===== src/rtl/alu_sched_if.sv =====
// Requester-side bus of the ALU scheduler: per-requester valid/ready request
// channels carrying op and operands, and per-requester valid/ready response
// channels sharing one registered result/zf pair.
interface alu_sched_if #(
    parameter int NREQ = 4,
    parameter int W    = 8
);
    logic [NREQ-1:0]   req_valid;
    logic [NREQ-1:0]   req_ready;
    logic [4*NREQ-1:0] req_op;
    logic [W*NREQ-1:0] req_in0;
    logic [W*NREQ-1:0] req_in1;
    logic [NREQ-1:0]   rsp_valid;
    logic [NREQ-1:0]   rsp_ready;
    logic [W-1:0]      rsp_out;
    logic              rsp_zf;

    // Requester side
    modport master (
        output req_valid, req_op, req_in0, req_in1, rsp_ready,
        input  req_ready, rsp_valid, rsp_out, rsp_zf
    );

    // Scheduler side
    modport slave (
        input  req_valid, req_op, req_in0, req_in1, rsp_ready,
        output req_ready, rsp_valid, rsp_out, rsp_zf
    );
endinterface


===== src/rtl/alu_sched.sv =====
// ALU scheduler: shares one combinational ALU among NREQ requesters using
// round-robin arbitration, one operation in flight at a time.
// Optional build macro ALU_SCHED_PRIO0_EN gives requester 0 fixed priority;
// round-robin then applies among requesters 1..NREQ-1 only.
//
//   state | meaning
//   ------+-----------------------------------------------------------
//   IDLE  | arbitrate; req_ready one-hot on the winner, accept latches op
//   EXEC  | ALU inputs stable from latched registers; result captured
//   RESP  | rsp_valid[id] high, result held until rsp_ready[id]
module alu_sched #(
    parameter int NREQ = 4,
    parameter int W    = 8
) (
    input  logic         clk,
    input  logic         rst,
    alu_sched_if.slave   bus,
    output logic [3:0]   alu_op,
    output logic [W-1:0] alu_in0,
    output logic [W-1:0] alu_in1,
    input  logic [W-1:0] alu_out,
    input  logic         alu_zf
);
    localparam int GW = $clog2(NREQ);

    typedef enum logic [1:0] {
        IDLE = 2'd0,
        EXEC = 2'd1,
        RESP = 2'd2
    } state_t;

    state_t          state;
    state_t          state_next;
    logic [GW-1:0]   last_grant;
    logic [GW-1:0]   id;
    logic [GW-1:0]   winner;
    logic            win_found;
    logic [GW-1:0]   idx;
    logic [NREQ-1:0] ready_c;
    logic [NREQ-1:0] rsp_valid_c;
    logic            accept;
    logic [W-1:0]    rsp_out_q;
    logic            rsp_zf_q;

    // Winner search: first valid requester after last_grant, wrapping modulo NREQ
    always_comb begin
        winner    = '0;
        win_found = 1'b0;
        idx       = '0;
        for (int k = 1; k <= NREQ; k++) begin
            idx = GW'((int'(last_grant) + k) % NREQ);
            if (!win_found && bus.req_valid[idx]) begin
                winner    = idx;
                win_found = 1'b1;
            end
        end
`ifdef ALU_SCHED_PRIO0_EN
        if (bus.req_valid[0]) begin
            winner    = '0;
            win_found = 1'b1;
        end
`endif
    end

    // Grant and response strobes; grants are suppressed while reset is held so
    // a requester never sees a handshake that the scheduler will discard
    always_comb begin
        ready_c     = '0;
        rsp_valid_c = '0;
        if (!rst && state == IDLE && win_found) begin
            ready_c[winner] = 1'b1;
        end
        if (state == RESP) begin
            rsp_valid_c[id] = 1'b1;
        end
    end

    assign accept        = |(bus.req_valid & ready_c);
    assign bus.req_ready = ready_c;
    assign bus.rsp_valid = rsp_valid_c;
    assign bus.rsp_out   = rsp_out_q;
    assign bus.rsp_zf    = rsp_zf_q;

    // State register
    always_ff @(posedge clk) begin
        if (rst) begin
            state <= IDLE;
        end else begin
            state <= state_next;
        end
    end

    // Next-state logic
    always_comb begin
        state_next = state;
        case (state)
            IDLE:    if (accept) state_next = EXEC;
            EXEC:    state_next = RESP;
            RESP:    if (bus.rsp_ready[id]) state_next = IDLE;
            default: state_next = IDLE;
        endcase
    end

    // Operand latch on accept, result capture in EXEC; ALU inputs are held
    // afterwards so the ALU does not toggle between operations
    always_ff @(posedge clk) begin
        if (rst) begin
            alu_op     <= '0;
            alu_in0    <= '0;
            alu_in1    <= '0;
            id         <= '0;
            last_grant <= GW'(NREQ - 1);
            rsp_out_q  <= '0;
            rsp_zf_q   <= 1'b0;
        end else begin
            if (accept) begin
                alu_op  <= bus.req_op[int'(winner)*4 +: 4];
                alu_in0 <= bus.req_in0[int'(winner)*W +: W];
                alu_in1 <= bus.req_in1[int'(winner)*W +: W];
                id      <= winner;
`ifdef ALU_SCHED_PRIO0_EN
                if (winner != '0) begin
                    last_grant <= winner;
                end
`else
                last_grant <= winner;
`endif
            end
            if (state == EXEC) begin
                rsp_out_q <= alu_out;
                rsp_zf_q  <= alu_zf;
            end
        end
    end
endmodule


===== src/flat_wrapper.sv =====
// flat-port wrapper written by rule: the top's interface ports become plain ports
module alu_sched_flat 
#(
    parameter int NREQ = 4,
    parameter int W    = 8
)
  (clk, rst, alu_op, alu_in0, alu_in1, alu_out, alu_zf, bus_req_valid, bus_req_op, bus_req_in0, bus_req_in1, bus_rsp_ready, bus_req_ready, bus_rsp_valid, bus_rsp_out, bus_rsp_zf);
  alu_sched_if #(.NREQ(NREQ), .W(W)) bus_i ();
  input  logic clk;
  input  logic rst;
  output logic [3:0] alu_op;
  output logic [W-1:0] alu_in0;
  output logic [W-1:0] alu_in1;
  input  logic [W-1:0] alu_out;
  input  logic alu_zf;
  input wire logic [$bits(bus_i.req_valid)-1:0] bus_req_valid;
  input wire logic [$bits(bus_i.req_op)-1:0] bus_req_op;
  input wire logic [$bits(bus_i.req_in0)-1:0] bus_req_in0;
  input wire logic [$bits(bus_i.req_in1)-1:0] bus_req_in1;
  input wire logic [$bits(bus_i.rsp_ready)-1:0] bus_rsp_ready;
  output wire logic [$bits(bus_i.req_ready)-1:0] bus_req_ready;
  output wire logic [$bits(bus_i.rsp_valid)-1:0] bus_rsp_valid;
  output wire logic [$bits(bus_i.rsp_out)-1:0] bus_rsp_out;
  output wire logic [$bits(bus_i.rsp_zf)-1:0] bus_rsp_zf;
  assign bus_i.req_valid = bus_req_valid;
  assign bus_i.req_op = bus_req_op;
  assign bus_i.req_in0 = bus_req_in0;
  assign bus_i.req_in1 = bus_req_in1;
  assign bus_i.rsp_ready = bus_rsp_ready;
  assign bus_req_ready = bus_i.req_ready;
  assign bus_rsp_valid = bus_i.rsp_valid;
  assign bus_rsp_out = bus_i.rsp_out;
  assign bus_rsp_zf = bus_i.rsp_zf;
  alu_sched #(.NREQ(NREQ), .W(W)) u_core (.clk(clk), .rst(rst), .bus(bus_i), .alu_op(alu_op), .alu_in0(alu_in0), .alu_in1(alu_in1), .alu_out(alu_out), .alu_zf(alu_zf));
endmodule

===== config.mk =====
export PLATFORM = sky130hd
export DESIGN_NAME = alu_sched_flat
export DESIGN_NICKNAME = d
export VERILOG_FILES = /design/src/rtl/alu_sched_if.sv /design/src/rtl/alu_sched.sv /design/src/flat_wrapper.sv
export SDC_FILE = /design/constraint.sdc
export NUM_CORES = 1
export LEC_CHECK = 0
export ABC_AREA = 0
export CAP_MARGIN = 20
export CORE_MARGIN = 2
export CORE_UTILIZATION = 38
export DETAILED_ROUTE_END_ITERATION = 8
export PLACE_DENSITY = 0.89
export SKIP_LAST_GASP = 1
export SYNTH_ARGS = -nofsm -noshare
export SYNTH_HDL_FRONTEND = slang
export SYNTH_SLANG_ARGS = --single-unit

===== constraint.sdc =====
create_clock -name clk -period 2.3 [get_ports clk]
set_input_delay 0.23 -clock clk [delete_from_list [all_inputs] [get_ports clk]]
set_output_delay 0.23 -clock clk [all_outputs]
set_load 0.005 [all_outputs]

# Word level (Yosys, flattened, before mapping)

Index checks and enable logic that the tools add are counted.
Widths: inputs -> output; s select.

Flip-flop bits (word level): 35
Input port bits: 99
Word-level logic and storage cells: 69

$add $sub $neg: 4
Magnitude comparators: 8
Equal/unequal tests: 4
Shifts and indexed selects: 3
Mux-type cells: 27
Bitwise operators: 1
Reductions and logical operators: 14

Operators by type and width:

| cell                | count |
|---|---|
| $shiftx 32x6->8     | 2 |
| $lt 2x3->1 const B  | 6 |
| $shiftx 16x5->4     | 1 |
| $mux 2              | 6 |
| $mux 1              | 11 |
| $bmux 1 s2          | 5 |
| $mux 4              | 2 |
| $logic_and 1x1->1   | 7 |
| $pmux 2 s3          | 1 |
| $add 2x1->2 const B | 2 |
| $add 2x2->2 const B | 2 |
| $and 4x4->4         | 1 |
| $demux 1 s2         | 2 |
| $ge 2x1->1 const B  | 2 |
| $logic_not 1->1     | 4 |
| $reduce_or 4->1     | 1 |
| $eq 2x1->1 const B  | 1 |
| $eq 2x2->1 const B  | 1 |
| $logic_not 2->1     | 1 |
| $ne 2x1->1 const B  | 1 |
| $ne 2x2->1 const B  | 1 |
| $reduce_and 2->1    | 1 |

# Longest topological paths before layout

Depth after elaboration: 22
Depth in mapped cells: 8

# Worst setup path after synthesis

No wires, ideal clock.

Path type: input-to-reg
Start point: in bus_req_valid[1]
End point: reg u_core.alu_in1[1]
Library setup time: 134 ps
Data arrival time: 1429 ps
Data required time: 2166 ps
Slack: 737 ps
Stages: 7
Cells stage by stage: buf_4 > nor2_1 > a2111o_1 > buf_6 > a221o_1 > a21oi_1 > a211oi_1

Longest elaborated chain between the ends: 19
Elaborated cells between the ends (all ways): 32
Classes of those cells: 2 x order compare; 1 x shift; 19 x mux; 1 x bitwise; 9 x reduce/logical

RTL lines:

| element                                                               | RTL line           | RTL |
|---|---|---|
| start: declaration                                                    | flat_wrapper.sv:16 | `input wire logic [$bits(bus_i.req_valid)-1:0] bus_req_valid;` |
| $bmux 1 s2                                                            | alu_sched.sv:52    | `if (!win_found && bus.req_valid[idx]) begin` |
| $mux 1 (implied by the code)                                          | alu_sched.sv:52    |  |
| $mux 1                                                                | alu_sched.sv:52    |  |
| $logic_not 1->1                                                       | alu_sched.sv:52    |  |
| $logic_and 1x1->1                                                     | alu_sched.sv:52    |  |
| $mux 1                                                                | alu_sched.sv:52    |  |
| $logic_not 1->1                                                       | alu_sched.sv:52    |  |
| $logic_and 1x1->1                                                     | alu_sched.sv:52    |  |
| [3 not listed]                                                        | -                  |  |
| $mux 2                                                                | alu_sched.sv:52    |  |
| $lt 2x3->1 (implied by the code) / $ge 2x1->1 (equally long branches) | alu_sched.sv:71    | `ready_c[winner] = 1'b1;` |
| $logic_and 1x1->1 (implied by the code)                               | alu_sched.sv:71    |  |
| $mux 1 (implied by the code)                                          | alu_sched.sv:71    |  |
| $demux 1 s2                                                           | -                  |  |
| $mux 4                                                                | alu_sched.sv:70    | `if (!rst && state == IDLE && win_found) begin` |
| $and 4x4->4                                                           | alu_sched.sv:78    | `assign accept = \|(bus.req_valid & ready_c);` |
| $reduce_or 4->1                                                       | alu_sched.sv:78    |  |
| end signal: assignment                                                | alu_sched.sv:119   | `alu_in1 <= bus.req_in1[int'(winner)*W +: W];` |
| end: declaration                                                      | alu_sched.sv:20    | `output logic [W-1:0] alu_in1,` |

Several ways; a longest one is shown, not always the timed one. The select of a mux whose other input is x is not followed.
A chain may end at the register's enable or synchronous reset.

# Worst setup path in the final report

Start point: in bus_req_valid[3]
End point: out bus_req_ready[0]

Longest elaborated chain between the ends: 17
Elaborated cells between the ends (all ways): 29
Classes of those cells: 2 x order compare; 19 x mux; 8 x reduce/logical

RTL lines:

| element                                                               | RTL line           | RTL |
|---|---|---|
| $bmux 1 s2                                                            | alu_sched.sv:52    |  |
| $mux 1 (implied by the code)                                          | alu_sched.sv:52    |  |
| $mux 1                                                                | alu_sched.sv:52    |  |
| $logic_not 1->1                                                       | alu_sched.sv:52    |  |
| $logic_and 1x1->1                                                     | alu_sched.sv:52    |  |
| $mux 1                                                                | alu_sched.sv:52    |  |
| $logic_not 1->1                                                       | alu_sched.sv:52    |  |
| $logic_and 1x1->1                                                     | alu_sched.sv:52    |  |
| $mux 1                                                                | alu_sched.sv:52    |  |
| $logic_not 1->1                                                       | alu_sched.sv:52    |  |
| $logic_and 1x1->1                                                     | alu_sched.sv:52    |  |
| $mux 2                                                                | alu_sched.sv:52    |  |
| $lt 2x3->1 (implied by the code) / $ge 2x1->1 (equally long branches) | alu_sched.sv:71    |  |
| $logic_and 1x1->1 (implied by the code)                               | alu_sched.sv:71    |  |
| $mux 1 (implied by the code)                                          | alu_sched.sv:71    |  |
| $demux 1 s2                                                           | -                  |  |
| $mux 4 (*)                                                            | alu_sched.sv:70    |  |
| end: declaration                                                      | flat_wrapper.sv:21 | `output wire logic [$bits(bus_i.req_ready)-1:0] bus_req_ready;` |

Every way passes the cells marked *; elsewhere a longest branch is shown, timed or not. The select of a mux whose other input is x is not followed.

==> flow_summary.json <==
{
  "r2r_slack_ns": 0.44,
  "hold_depth": 2,
  "worstSetupStartpoint": "bus_req_valid[3]",
  "slew_headroom_pct": 57.2,
  "required_ns": 2.07,
  "dieArea_um2": 5690,
  "grt_max_degree": 35,
  "worstSkewPairLatency_ns": 0.28,
  "cts_buffer_depth": 2,
  "core_um2": 5010,
  "critPathLaunchType": "primary input",
  "dp.final_hpwl_um": 5170,
  "pwr-share-comb_pct": 35.8,
  "min-delay-start": "u_core.bus.rsp_out[3]$_SDFFE_PP0N_",
  "setup_viol": 0,
  "num_rows": 26,
  "arrival_ns": 1.98,
  "cap_violations": 0,
  "final_antenna_net_count": 0,
  "synthCells": 236,
  "crit_type": "in2out",
  "ios": 136,
  "p_int_uw": 1300,
  "cts_root_buffer": "clkbuf_8",
  "power_leakage_uw": 0.00131,
  "skew_ns": 0.00344,
  "seqPwrFrac_pct": 39.4,
  "crit_slowest_cell": "clkdlybuf4s50_1",
  "cts_made_buffers": 5,
  "fin_util_pct": 68.8,
  "power.switching_uw": 522,
  "antenna_found_initial": 0,
  "peakVddDrop_mv": 0.257,
  "synth_top_area_share_pct": 36.1,
  "vias_per_cell": 5.38,
  "end_kind": "primary output",
  "cp_slowest_stage_delay_ns": 0.50,
  "grt_util_all_layers_pct": 23.3,
  "cp_common_cell": "clkdlybuf4s50_1",
  "seqCellArea_um2": 701,
  "r2r_start": "u_core.last_grant[1]$_SDFFE_PP1P_",
  "status": "finished, final reports clean",
  "die_h_um": 75.4,
  "drtIter0Drc": 122,
  "final_cell_count_no_fill": 440,
  "grt_pass1_vias": 2194,
  "p_sw_share_pct": 28.7,
  "die_w_um": 75.4,
  "layout_commonest_cell": "clkdlybuf4s50_1",
  "dr.pass1.iters": 4,
  "syn_area_um2": 1940,
  "drive_above_1_share_pct": 7.84,
  "ys_warn_count": 0,
  "gp_routability_congestion": 0.788,
  "grt_pass1_wl_um": 10100,
  "drc": 0,
  "cts.sinks": 35,
  "final_cell_mix": "134 x clkdlybuf4s50_1, 35 x dfxtp_1, 25 x nor2_1, 25 x a21oi_1, 25 x nand2_1",
  "crit_path_max_fanout": 8,
  "cts_tree": "built",
  "finalCritPeriodShare_pct": 96.1,
  "routed_wl_um": 6860,
  "powerDensity_nw_per_um2": 529,
  "min_to": "u_core.bus.rsp_out[3]$_SDFFE_PP0N_",
  "start_util_pct": 38.7,
  "cts_htree_levels": 2,
  "fmax_mhz": 452,
  "dp_cells": 433,
  "port_buffers": 135,
  "syn_area_per_cell_um2": 8.22,
  "fillers": 434,
  "synth_top_cell_by_area": "dfxtp_1",
  "path_cells": "clkdlybuf4s50_1 -> buf_4 -> or3_1 -> o211ai_1 -> and2_1 -> clkdlybuf4s50_1",
  "wl_per_cell_um": 15.6,
  "yosys-top-cells-area": "dfxtp_1 36%, a21oi_1 6.5%, a221o_1 6.2%",
  "fin_crit_ns": 2.21,
  "reg2regPathDepth": 6,
  "hold_violations": 0,
  "reg2reg_to": "u_core.alu_in1[3]$_SDFFE_PP0P_",
  "grt_overflow": 0,
  "final-max-slew-violation-count": 0,
  "syn_to_final_growth_pct": 77.7,
  "finalNetCount": 469,
  "multi_input_area_um2": 1090,
  "tightest_slew_ns": 0.641,
  "ctsHoldBuffers": 0,
  "rsz0062_at_grt": "yes",
  "path_clk_slew_ns": 0.07,
  "synth_nets": 335,
  "hp-class": "reg2reg",
  "vias": 2369,
  "ys_types": 37,
  "synth_seq_cells": 35,
  "clkPwrFrac_pct": 24.7,
  "n_antenna_cell": 0,
  "setup_tns_ns": 0,
  "synth_seq_area_share_pct": 36.1
}
state kept, by name, summed over array words and instances, names as in the netlist:
register	flops
u_core.id	2
u_core.bus.rsp_out	8
u_core.alu_in1	8
u_core.last_grant	2
u_core.bus.rsp_zf	1
u_core.state	2
u_core.alu_in0	8
u_core.alu_op	4
per-layer routing:
layer	global-route usage, %	wire [µm]
met1	25.5	2570
met2	42.7	3550
met3	8.07	716
met4	6.04	24
met5	0	0
cell usage after synthesis:
| cell | instances |
|---|---|
| dfxtp_1 | 35 |
| a21oi_1 | 25 |
| nand2_1 | 25 |
| nor2_1 | 25 |
| a211oi_1 | 14 |
| a22oi_1 | 14 |
| a221o_1 | 12 |
| o21bai_1 | 9 |
| buf_2 | 8 |
| o21ai_0 | 8 |
| clkbuf_1 | 7 |
| a221oi_1 | 6 |
| a31oi_1 | 6 |
| and2_1 | 4 |
| buf_6 | 4 |
| nor3_1 | 4 |
| buf_4 | 3 |
| a221o_2 | 2 |
| buf_1 | 2 |
| inv_1 | 2 |
| nand2b_1 | 2 |
| nor2b_1 | 2 |
| nor3b_1 | 2 |
| o211ai_1 | 2 |
| a2111o_1 | 1 |
| a21oi_2 | 1 |
| a32o_1 | 1 |
| and2b_2 | 1 |
| and3_1 | 1 |
| and4b_1 | 1 |
| mux2i_1 | 1 |
| mux4_2 | 1 |
| o211a_1 | 1 |
| o21a_1 | 1 |
| o221ai_1 | 1 |
| o22ai_1 | 1 |
| or3_1 | 1 |
worst max path at each step:
stage	to	cells after the start	slack, ns
after floorplan	u_core.alu_in1[1]$_SDFFE_PP0P_	7	0.74
after global placement	bus_req_ready[1]	6	0.03
after detailed placement	bus_req_ready[1]	6	0.03
after CTS	bus_req_ready[1]	6	0.03
after global routing	bus_req_ready[2]	6	-0.004
final	bus_req_ready[0]	6	0.09
timing repair:
action                                  in CTS  in global routing
endpoints found under the setup margin       0                  4
resized for setup                            0                  2
setup buffers                                0                  0
power by group through the flow:
stage	Sequential [µW]	Clock, µW	Combinational (µW)
after floorplan	726	0	296
after global placement	728	0	641
after detailed placement	732	0	652
after CTS	718	459	656
after global routing	725	491	712
final	718	451	653
metrics by stage:
step	hold WS [ns]	cell area, µm²	power, µW	setup WS, ns
after CTS	0.459	3440	1830	0.0308
after floorplan	0.366	1940	1020	0.737
final	0.457	3450	1820	0.0894
after detailed placement	0.450	3360	1380	0.0326
after global placement	0.444	3360	1370	0.0328
after global routing	0.477	3450	1930	-0.00363
worst max-delay path, delay by kind of cell:
family / cells / cell delay (ns)
buf+inv: 3 / 1.10
simple gates: 2 / 0.52
compound gates: 1 / 0.13
kinds of logic after synthesis:
group	share of synthesized area, %
buffers and inverters	7.68
AO/OA/AOI/OAI	38.8
AND/OR/NAND/NOR	15.7
multiplexers	1.68
flip-flops	36.1
area by class of cell:
class                           count  share of cell area [%]
Multi-Input combinational cell    175                    31.6
Clock buffer                        6                    2.40
Timing Repair Buffer              151                    42.8
Tap cell                           70                    2.54
Clock inverter                      1                   0.145
Sequential cell                    35                    20.3
Inverter                            2                   0.218
Note: power is estimated with default switching activity, not from simulation.
==> variant (same settings) <==
Build with the macro `ALU_SCHED_PRIO0_EN` defined.
--- a/src/rtl/alu_sched.sv
+++ b/src/rtl/alu_sched.sv
@@ -10,2 +10,4 @@
 //   RESP  | rsp_valid[id] high, result held until rsp_ready[id]
+`define ALU_SCHED_PRIO0_EN
+
 module alu_sched #(
Behaviour: not the same (Yosys sat finds a counterexample within 4 cycles, from zero or initial values and one cycle with rst high).
==> variant against the original RTL <==
Routed wire length down 9.1%. Area after synthesis down 8.4%. Highest routed layer unchanged. Critical endpoint is now bus_req_ready[2]. Sequential cell count did not move. Clock power decreased by 5.8%. Maximum frequency grew 2.6%. Setup slack improved by 56 ps. Total power shrank 8.6%. Synthesized cell count decreased by 12%. Combinational power shrank 19%. Final area down 7.0%.
==> variant: results (changes against the original RTL) <==
<table>
<tr><th>Metric</th><th>Value</th></tr>
<tr><th colspan="2">Final layout</th></tr>
<tr><td>Final-stage net count</td><td>437 (-6.8%)</td></tr>
<tr><td>Final instance count without filler cells</td><td>391 (-11%)</td></tr>
<tr><td>Layout cells sized above 1</td><td>6.195% (-1.6 points)</td></tr>
<tr><th colspan="2">Placed design</th></tr>
<tr><td>Final weighted congestion of routability-driven global placement</td><td>0.7697 (-2.3%)</td></tr>
<tr><td>Detailed-placement wirelength estimate</td><td>4796 um (-7.2%)</td></tr>
<tr><td>Worst setup timing slack at the placement stage</td><td>154.2 ps (+121.6 ps)</td></tr>
<tr><td>Count of placed standard cells including taps</td><td>383 (-12%)</td></tr>
<tr><td>DP Area</td><td>0.003123 sq mm (-7.0%)</td></tr>
<tr><th colspan="2">GRT</th></tr>
<tr><td>Wire length of the first global-routing pass</td><td>9701 um (-3.8%)</td></tr>
<tr><td>Via count of the first global-routing pass</td><td>2,094 (-4.6%)</td></tr>
<tr><td>Global-route usage over all layers</td><td>23.47% (+0.20 points)</td></tr>
<tr><th colspan="2">Power and ir drop</th></tr>
<tr><td>Maximum vdd ir drop</td><td>0.0004475 V (+74%)</td></tr>
<tr><th colspan="2">Drt</th></tr>
<tr><td>Routed wire length on met2</td><td>3144 um (-11%)</td></tr>
<tr><td>Wl on met1</td><td>2323 um (-9.6%)</td></tr>
<tr><td>Routed met3 length</td><td>691 um (-3.5%)</td></tr>
<tr><td>Wire per inst</td><td>15.94 um (+2.2%)</td></tr>
<tr><th colspan="2">Status</th></tr>
<tr><td>Result of the run</td><td>finished clean</td></tr>
<tr><th colspan="2">Synth</th></tr>
<tr><td>Part of the Yosys area used for sequential elements</td><td>39.44% (+3.3 points)</td></tr>
<tr><td>Fraction of the mapped netlist area in compound gates</td><td>28.52% (-10 points)</td></tr>
<tr><td>Synth unique cells</td><td>34 (-8.1%)</td></tr>
<tr><td>Mean instance size in the synthesized netlist</td><td>8.542 sq um (+3.9%)</td></tr>
<tr><td>Most common cell in the synthesized netlist</td><td>sky130_fd_sc_hd__nand2_1</td></tr>
<tr><td>Cell types with the largest area share after synthesis</td><td>sky130_fd_sc_hd__dfxtp_1 39%, sky130_fd_sc_hd__a222oi_1 11%, sky130_fd_sc_hd__a311oi_1 9.9%, sky130_fd_sc_hd__nand2_1 8.7%, sky130_fd_sc_hd__nor2_1 5.9%</td></tr>
<tr><td>Number of nets produced by synthesis</td><td>307 (-8.4%)</td></tr>
<tr><th colspan="2">Critical path</th></tr>
<tr><td>Maximum fanout count along the critical path</td><td>6 (-2)</td></tr>
</table>
variant: cell count changes in the layout (fill, tap and decap cells not counted), moves of 12 or more:
cell and change:
sky130_fd_sc_hd__nand2_1 +16, sky130_fd_sc_hd__a22oi_1 -14, sky130_fd_sc_hd__a222oi_1 +20, sky130_fd_sc_hd__a221o_1 -12, sky130_fd_sc_hd__a311oi_1 +20, sky130_fd_sc_hd__a211oi_1 -14, sky130_fd_sc_hd__a21oi_1 -14
variant: logic make-up after synthesis:
family | count (synthesis)
DFF | 35
AOI/OAI and AO/OA | 60
buffers and inverters | 23
muxes | 1
and+or+nand+nor | 89
variant: power breakdown:
part           leakage (nW)  internal [mW]  switching (mW)  total, mW
registers             0.288          0.667          0.0417      0.709
clock network        0.0422          0.213           0.212      0.425
logic                 0.799          0.334           0.198      0.532
total                  1.13           1.21           0.452       1.67
variant: path summary, 6_finish.rpt:
path	start	to	slack [ps]	depth (start not counted)
worst max-delay path	bus_req_valid[2]	bus_req_ready[2]	150	6
worst min-delay path	u_core.bus.rsp_out[2]	u_core.bus.rsp_out[2]	460	2
worst max register to register	u_core.last_grant[1]	u_core.last_grant[1]	590	5
worst min register to register	u_core.bus.rsp_out[2]	u_core.bus.rsp_out[2]	460	2
variant: cell type report:
class                   count  area (sq um)
well taps                  52         65.06
clock buffers               7         76.32
fillers                   354          1210
flip-flops and latches     35         700.7
multi-input cells         150         930.9
clock inverters             1         5.005
repair buffers            144          1419
inverters                   2         7.507
variant: critical path, cell delays in order:
cell	delay, ps
sky130_fd_sc_hd__clkdlybuf4s50_1	520
sky130_fd_sc_hd__nor4_1	280
sky130_fd_sc_hd__nand2b_2	220
sky130_fd_sc_hd__inv_2	70
sky130_fd_sc_hd__and2_1	140
sky130_fd_sc_hd__clkdlybuf4s50_1	470
variant: layer usage:
layer  vias up  track usage (%)
li1       1052                -
met4         0            5.761
met2       118            44.24
met3         7            6.111
met1       974            26.09
met5         -                0
variant: metrics by stage:
stage | power [mW] | hold slack [ps]
6_report | 1.666 | 457.0
5_1_grt | 1.747 | 477.0
4_1_cts | 1.667 | 456.8
3_5_place_dp | 1.253 | 447.0
3_3_place_gp | 1.238 | 441.0
2_1_floorplan | 0.9367 | 366.0
